==> src/rtl/alu_mul_sequencer_if.sv <==
// Shared CPU types plus the pipeline/ALU-facing bundle of the multiply sequencer.
// slave = sequencer side, master = pipeline + ALU side.
package cpu_types_pkg;
    typedef logic [31:0] word_t;

    typedef enum logic [3:0] {
        ALU_SLL, ALU_SRL, ALU_ADD, ALU_SUB, ALU_AND,
        ALU_OR, ALU_XOR, ALU_NOR, ALU_SLT, ALU_SLTU
    } aluop_t;
endpackage

interface alu_mul_sequencer_if;
    import cpu_types_pkg::*;

    logic   start;
    word_t  a;
    word_t  b;
    logic   busy;
    logic   done;
    word_t  result;
    logic   alu_req;
    logic   alu_gnt;
    aluop_t alu_op;
    word_t  alu_a;
    word_t  alu_b;
    word_t  alu_o;

    modport slave (
        input  start, a, b, alu_gnt, alu_o,
        output busy, done, result, alu_req, alu_op, alu_a, alu_b
    );

    modport master (
        output start, a, b, alu_gnt, alu_o,
        input  busy, done, result, alu_req, alu_op, alu_a, alu_b
    );
endinterface

==> src/rtl/alu_mul_sequencer.sv <==
// Shift-add multiplier (low 32 bits of A*B) built on the shared single-cycle ALU.
// The ALU is borrowed through req/gnt; a withheld grant simply freezes the sequencer.
module alu_mul_sequencer
    import cpu_types_pkg::*;
(
    input  logic                  CLK,
    input  logic                  RST,
    alu_mul_sequencer_if.slave    bus
);

    typedef enum logic [1:0] {IDLE, ADD, SHIFT, DONE} state_t;

    state_t state_q;
    word_t  mcand_q;
    word_t  mplr_q;
    word_t  acc_q;
    word_t  result_q;
    logic   busy_q;
    logic   done_q;

    always_ff @(posedge CLK) begin
        if (RST) begin
            state_q  <= IDLE;
            mcand_q  <= '0;
            mplr_q   <= '0;
            acc_q    <= '0;
            result_q <= '0;
            busy_q   <= 1'b0;
            done_q   <= 1'b0;
        end else begin
            done_q <= 1'b0;
            unique case (state_q)
                IDLE: begin
                    if (bus.start) begin
                        mcand_q <= bus.a;
                        mplr_q  <= bus.b;
                        acc_q   <= '0;
                        busy_q  <= 1'b1;
                        if (bus.b == '0) begin
                            state_q  <= DONE;
                            done_q   <= 1'b1;
                            result_q <= '0;
                        end else if (bus.b[0]) begin
                            state_q <= ADD;
                        end else begin
                            state_q <= SHIFT;
                        end
                    end
                end
                ADD: begin
                    if (bus.alu_gnt) begin
                        acc_q <= bus.alu_o;
                        // No multiplier bits left above bit 0: this add was the last one.
                        if ((mplr_q >> 1) == 32'd0) begin
                            state_q  <= DONE;
                            done_q   <= 1'b1;
                            result_q <= bus.alu_o;
                        end else begin
                            state_q <= SHIFT;
                        end
                    end
                end
                SHIFT: begin
                    if (bus.alu_gnt) begin
                        mcand_q <= bus.alu_o;
                        mplr_q  <= mplr_q >> 1;
                        state_q <= mplr_q[1] ? ADD : SHIFT;
                    end
                end
                DONE: begin
                    state_q <= IDLE;
                    busy_q  <= 1'b0;
                end
                default: state_q <= IDLE;
            endcase
        end
    end

    // ALU drive depends only on registered state, keeping alu_o out of any loop.
    logic   alu_req;
    aluop_t alu_op;
    word_t  alu_a;
    word_t  alu_b;

    always_comb begin
        alu_req = 1'b0;
        alu_op  = ALU_ADD;
        alu_a   = '0;
        alu_b   = '0;
        unique case (state_q)
            ADD: begin
                alu_req = 1'b1;
                alu_op  = ALU_ADD;
                alu_a   = acc_q;
                alu_b   = mcand_q;
            end
            SHIFT: begin
                alu_req = 1'b1;
                alu_op  = ALU_SLL;
                alu_a   = mcand_q;
                alu_b   = 32'd1;
            end
            default: ;
        endcase
    end

    assign bus.alu_req = alu_req;
    assign bus.alu_op  = alu_op;
    assign bus.alu_a   = alu_a;
    assign bus.alu_b   = alu_b;
    assign bus.busy    = busy_q;
    assign bus.done    = done_q;
    assign bus.result  = result_q;

endmodule

==> src/flat_wrapper.sv <==
// flat-port wrapper written by rule: the top's interface ports become plain ports
module alu_mul_sequencer_flat import cpu_types_pkg::*;
  (CLK, RST, bus_start, bus_a, bus_b, bus_alu_gnt, bus_alu_o, bus_busy, bus_done, bus_result, bus_alu_req, bus_alu_op, bus_alu_a, bus_alu_b);
  alu_mul_sequencer_if bus_i ();
  input  logic CLK;
  input  logic RST;
  input wire logic [$bits(bus_i.start)-1:0] bus_start;
  input wire logic [$bits(bus_i.a)-1:0] bus_a;
  input wire logic [$bits(bus_i.b)-1:0] bus_b;
  input wire logic [$bits(bus_i.alu_gnt)-1:0] bus_alu_gnt;
  input wire logic [$bits(bus_i.alu_o)-1:0] bus_alu_o;
  output wire logic [$bits(bus_i.busy)-1:0] bus_busy;
  output wire logic [$bits(bus_i.done)-1:0] bus_done;
  output wire logic [$bits(bus_i.result)-1:0] bus_result;
  output wire logic [$bits(bus_i.alu_req)-1:0] bus_alu_req;
  output wire logic [$bits(bus_i.alu_op)-1:0] bus_alu_op;
  output wire logic [$bits(bus_i.alu_a)-1:0] bus_alu_a;
  output wire logic [$bits(bus_i.alu_b)-1:0] bus_alu_b;
  assign bus_i.start = bus_start;
  assign bus_i.a = bus_a;
  assign bus_i.b = bus_b;
  assign bus_i.alu_gnt = bus_alu_gnt;
  assign bus_i.alu_o = bus_alu_o;
  assign bus_busy = bus_i.busy;
  assign bus_done = bus_i.done;
  assign bus_result = bus_i.result;
  assign bus_alu_req = bus_i.alu_req;
  assign bus_alu_op = bus_i.alu_op;
  assign bus_alu_a = bus_i.alu_a;
  assign bus_alu_b = bus_i.alu_b;
  alu_mul_sequencer u_core (.CLK(CLK), .RST(RST), .bus(bus_i));
endmodule
==> config.mk <==
export PLATFORM = sky130hd
export DESIGN_NAME = alu_mul_sequencer_flat
export DESIGN_NICKNAME = d
export VERILOG_FILES = /design/src/rtl/alu_mul_sequencer_if.sv /design/src/rtl/alu_mul_sequencer.sv /design/src/flat_wrapper.sv
export SDC_FILE = /design/constraint.sdc
export NUM_CORES = 1
export LEC_CHECK = 0
export ABC_AREA = 0
export CAP_MARGIN = 20
export CORE_MARGIN = 4
export CORE_UTILIZATION = 47
export DETAILED_ROUTE_END_ITERATION = 10
export GPL_ROUTABILITY_DRIVEN = 1
export PLACE_DENSITY = 0.81
export SLEW_MARGIN = 20
export SYNTH_ARGS = -nofsm -noshare
export SYNTH_HDL_FRONTEND = slang
export SYNTH_SLANG_ARGS = --single-unit
==> constraint.sdc <==
create_clock -name CLK -period 2.14 [get_ports CLK]
set_input_delay 0.214 -clock CLK [delete_from_list [all_inputs] [get_ports CLK]]
set_output_delay 0.214 -clock CLK [all_outputs]
set_load 0.05 [all_outputs]
==> results of run 1 <==
-- state kept, by name (all words and copies together) (netlist names) --
signal	flops
u_core.state_q	2
u_core.mcand_q	32
u_core.acc_q	32
u_core.bus.busy	1
u_core.mplr_q	31
u_core.bus.result	32
u_core.bus.done	1
-- critical path: stages, from the launching register on --
cell     delay [ps]
dfxtp_1         320
buf_4           140
ha_4            200
buf_6           250
a22oi_1         130
nor2b_2         190
buf_12          160
-- worst max path at each step --
| stage | from | end | slack (ps) | cells past startpoint |
|---|---|---|---|---|
| floorplan | u_core.state_q[0] | bus_alu_b[0] | 8 | 7 |
| global placement | bus_b[21] | u_core.bus.result[25] | 40 | 8 |
| detailed placement | bus_b[22] | u_core.bus.result[23] | -40 | 8 |
| CTS | u_core.state_q[0] | bus_alu_a[18] | 0.4 | 6 |
| global route | u_core.state_q[0] | bus_alu_a[13] | -20 | 6 |
| finish | u_core.state_q[0] | bus_alu_a[22] | 100 | 6 |
-- cells by family after synthesis --
logic type,count (synthesis)
compound gates,175
buf+inv,110
fa+ha+maj,5
simple gates,263
other cells,1
flops,131
mux,63
-- cell usage in the layout, fill, tap and decap left out, drive strengths merged, types with 33 or more instances in the layout --
cell,instances
a211oi,62
a21oi,38
buf,108
clkdlybuf4s50,132
dfxtp,131
inv,38
mux2i,63
nand2,43
nand2b,33
nand3,33
nor2,69
nor2b,33
-- routing by layer --
layer,share of wire,wire [µm],global-route usage
met3,0.070,1370,0.0725
met4,0.020,388,0.0880
met5,0,0,0
met1,0.42,8220,0.295
met2,0.49,9740,0.409
-- power breakdown --
group	total (W)	leakage (nW)	switching [W]	internal [W]
registers	0.00360	1.07	0.000486	0.00311
logic	0.00660	2.20	0.00379	0.00281
clock network	0.00292	0.285	0.00104	0.00188
-- timing repair --
| action | in CTS | in global routing |
|---|---|---|
| setup endpoints to repair | 15 | 97 |
| gates resized for setup | 4 | 11 |
| setup buffers | 0 | 3 |
| gates cloned | 0 | 2 |
| pin swaps | 0 | 1 |
-- final cells by class --
class / instances / area (µm²) / share of cell area
flip-flops and latches: 131 / 2620 / 0.257
inverters: 38 / 143 / 0.0140
well taps: 176 / 220 / 0.0216
clock buffers: 21 / 460 / 0.0451
repair buffers: 242 / 3160 / 0.310
multi-input cells: 509 / 3470 / 0.340
clock inverters: 10 / 133 / 0.0130
-- stage by stage --
step,worst slack [ps],power (W),setup TNS [ps],std cells,utilization
after global placement,38.9,0.00976,0,1091,0.711
after global routing,-22.7,0.0138,-83.6,1127,0.765
after floorplan,7.93,0.00762,0,750,-
after CTS,0.439,0.0129,0,1122,0.756
after detailed placement,-39.1,0.00995,-154,1091,0.711
final,105,0.0131,0,1127,0.765
==> results.ini, run 1 <==
[outcome]
status=finished clean

[place]
port_buffers=199
placed_area_um2=9490
gp_congestion=0.774
dp_hpwl_um=13600

[synth]
synthFlopType=dfxtp_1
synth_warnings=0
synth_fa_ha_area_frac=0.00970
synth_area_leaders=dfxtp_1 (41%), mux2i_1 (9.8%), a211oi_1 (7.2%)
synthMuxAreaShare=0.0978
synthTopCellsByCount=dfxtp_1 (131), nor2_1 (69), mux2i_1 (63)
async_reset_ff_frac=0
ys_seq_area_frac=0.407
yosysMostFrequentCell=dfxtp_1
synth_area_um2=6450
yosysTopAreaCellShare=0.407
syn_inst=748
synth-compound-area-share=0.200
yosys.area_share.simple=0.210
synthXorXnorAreaFrac=0
synth_top_family_by_area=simple AND/OR/NAND/NOR gates
ys_types=35
synth.avg_cell_area_um2=8.62
yosys.area.top_type=dfxtp_1
synth_edf_count=0
ys_ff_latch=131

[detailed_routing]
avgViaCountPerCell=5.54
first_iter_violations=351
routedWlPerCell_um=17.5
ant_nets=0
drc=0
totalWireLength_um=19700
vias=6245
firstDrtPassIters=5

[critical_path]
cp-start-kind=register
reg2reg_depth=8
reg2reg_slack_ps=160
r2r-end=u_core.acc_q[20]
crit_required_ps=1930
r2r_start=u_core.state_q[0]
worst_ep_arrival_time_ps=1820
critPathCaptureType=output pin
critPathMaxFanout=32
crit_type=register to output pin

[timing]
finClkSkew_ps=5.86
finalMaxSlewViolations=0
holdWs_ps=231
fin_crit_ps=2040
max_slew.worst_pin.slew_ps=566
rsz0062_at_grt=yes
hold_violations=0
slew_headroom=0.621
max_freq_mhz=491
period_share=0.951
setup_viol=0

[clock_tree]
htreeDepth=4
ctsHoldBuffers=0
clock-root-buffer=clkbuf_16
cts_tree=yes
numCtsBuffers=17
clkSlewWorstSetupHoldPaths_ps=50
cts_max_path_buffers=2
clkSinkCount=131
worstSkewPairLatency_ps=420

[floorplanning]
fp-row-count=42
start_util=0.483
die_y_um=125
chipWidth_um=125
ios=203
core_area_um2=13300
die_area_um2=15700

[run]
drv_cap=0

[global_route]
grt_pass1_vias=6185
grt_pass1_wl_um=31300
grt_util_all_layers=0.243
grt_antenna_before_repair=0
gr-total-overflow=0
grt_max_degree=73

[cells_and_area]
antennaDiodeCount=0
drive_gt1_frac=0.192
design_area_um2=10200
nets=1044
areaGrowthSynthToFinish_pct=58.4
nFillCells=948

[min_path]
hp-start=RST
hold_end=u_core.bus.busy
min_path_type=input pin to register
holdPathStages=2

[power_and_ir_drop]
p_leak_nw=3.56
power_density_nw_per_um2=1280
peakVddDrop_mv=1.16

Note: power is estimated with default switching activity, not from simulation.
==> run 2: changes to the inputs <==
- CAP_MARGIN: 20 -> not set
==> results of run 2 <==
Final layout, timing and power as in run 1 (identical DEF).
==> edit (flow settings as in run 2) <==
Re-encode `state_t` (4 states) as Gray code, 2 bits wide.
--- a/src/rtl/alu_mul_sequencer.sv
+++ b/src/rtl/alu_mul_sequencer.sv
@@ -8,7 +8,7 @@
     alu_mul_sequencer_if.slave    bus
 );
 
-    typedef enum logic [1:0] {IDLE, ADD, SHIFT, DONE} state_t;
+    typedef enum logic [1:0] {IDLE = 2'b00, ADD = 2'b01, SHIFT = 2'b11, DONE = 2'b10} state_t;
 
     state_t state_q;
     word_t  mcand_q;
Formal check against the unedited RTL: same outputs for any inputs over 4 cycles, from zero or initial values and one cycle with RST high; so few cycles prove little.
==> edit against run 2 <==
  * Wire length increased by 9.0%
  * Highest routed layer unchanged
  * Sequential cell count unchanged
  * Sequential share of layout area up 0.86 points
  * Area after synthesis shrank 0.76%
  * Critical path type is now flip-flop to flip-flop
  * Setup slack worse by 0.048 ns
  * Final area shrank 3.1%
  * Utilization decreased by 2.1 points
Power is not compared: it rests on default switching activity, and its combinational part moved more than twofold at a synthesized area within 25%.
==> edit: results (changes against run 2) <==
Parameter                              Value

Global route
  Vias in the first global route    6449 (was 6185)
  Maximum number of pins on one net before global-route repair    100 (was 73)
  Wire length of the first global-routing pass    34.1 mm (was 31.3 mm)
  Number of antenna violations at the first check in global routing    1 (was 0)
  Tot GR Track Use    26.8% (was 24.3%)

Clock tree
  Insertion delay to the later sink of the worst-skew pair    0.41 ns
  Htree depth    4 (unchanged)
  CTS Root Buffer Type    clkbuf_16 (unchanged)
  CTS clock-pin slew for the worst setup and hold paths    0.06 ns

Timing
  Worst Skew    0.00994 ns (was 0.00586 ns)
  Worst slew margin    62.5% (was 62.1%)

Finish
  Nets    1071 (was 1044)
  Final-layout fill cell count    926 (was 948)
  Fraction of layout instances using a drive strength above 1    16.8% (was 19.2%)

Routing
  Vias per inst    5.84 (was 5.54)
  Final Routed Wirelength    21.5 mm (was 19.7 mm)
  Iteration-0 DRC count of the detailed router    586 (was 351)

Logic synthesis
  Sequential area share after synthesis    41.0% (was 40.7%)
  Leading cell types by count after synthesis    dfxtp_1, nand2_1, nor2_1 (was dfxtp_1, nor2_1, mux2i_1)
  Top area cells in the synthesized netlist    dfxtp_1, a311oi_1, nand2_1, nand3_1, nor2_1 (was dfxtp_1, mux2i_1, a211oi_1, nor2_1, o32ai_1)
  Count of different cell masters after synthesis    35 (unchanged)

Setup path
  Worst EP arrival    2.39 ns (was 1.82 ns)
  Maximum fanout along the worst path    23 (was 32)

Outcome
  Outcome    finished clean (unchanged)

Placement
  Minimum setup slack after placement    -0.0287 ns (was -0.0391 ns)
  Total half-perimeter wirelength after legalization and detailed placement    14.4 mm (was 13.6 mm)
  Final Wtd Congestion    0.844 (was 0.774)

Pwr
  Worst IR Drop VDD    450 µV
==> edit: changes by cell type in the layout (fill, tap and decap cells not counted), moves of 31 or more <==
cell,delta
nand2_1,+85
a311oi_1,+62
a211oi_1,-61
nand3_1,+61
a22oi_1,-32
nand2b_1,-32
nor2b_2,-31
==> edit: logic make-up after synthesis <==
group / after synthesis / synth area share [%]
flip-flops: 131 / 41.0
buffers and inverters: 120 / 7.92
multiplexers: 33 / 5.16
other: 1 / 0.0586
AND/OR/NAND/NOR: 381 / 26.9
AO/OA/AOI/OAI: 136 / 18.9
==> edit: critical path, cell delays in order (launching register included) <==
cell and delay, ns:
dfxtp_1 0.32, nor4_1 0.34, nand4_1 0.27, or4_2 0.66
buf_12 0.21, o32ai_2 0.16
==> edit: final timing paths <==
check | slack (ns) | startpoint | to | cells after the start
hold / removal | 0.36 | RST | u_core.acc_q[24] | 3
setup / recovery | 0.06 | u_core.mplr_q[11] | u_core.bus.result[9] | 5
hold reg to reg | 0.45 | u_core.acc_q[5] | u_core.acc_q[5] | 2
setup reg to reg | 0.06 | u_core.mplr_q[11] | u_core.bus.result[9] | 5
==> edit: layout make-up <==
class	instances	area (µm²)	area share [%]
flip-flops and latches	131	2630	26.5
repair buffers	232	3010	30.4
clock buffers	22	475	4.80
inverters	36	135	1.37
well taps	176	220	2.23
multi-input cells	553	3320	33.6
clock inverters	10	105	1.06
==> edit: where the power goes <==
group	leakage [nW]	internal, mW	switching [mW]
Clock	0.285	1.80	1.04
Sequential	1.07	2.60	0.134
Combinational	2.35	0.638	0.834
==> edit: metal layers <==
| metal | part of all wire [%] | GRT usage [%] | vias to the layer above |
|---|---|---|---|
| met3 | 7.4 | 5.75 | 40 |
| li1 | - | - | 3163 |
| met5 | 0 | 0 | - |
| met2 | 49 | 44.1 | 305 |
| met4 | 2.6 | 9.48 | 0 |
| met1 | 41 | 34.8 | 3263 |
==> edit: per-stage QoR <==
step                      hold slack [ns]  instance area, µm²  instances  utilization, %  setup TNS (ns)
after global placement              0.437                9300       1128            69.9               0
final                               0.357                9900       1160            74.4               0
after detailed placement            0.444                9300       1128            69.9          -0.282
after CTS                           0.368                9880       1160            74.3               0
after floorplan                     0.349                6400        804               -               0
after global routing                0.382                9900       1160            74.4               0
==> edit: timing repair <==
item | in CTS | in global routing
endpoints found under the setup margin | 1 | 34
endpoints found under the hold margin | 0 | 0
gates cloned | 0 | 0
buffers inserted | 0 | 0
resized for setup | 1 | 4
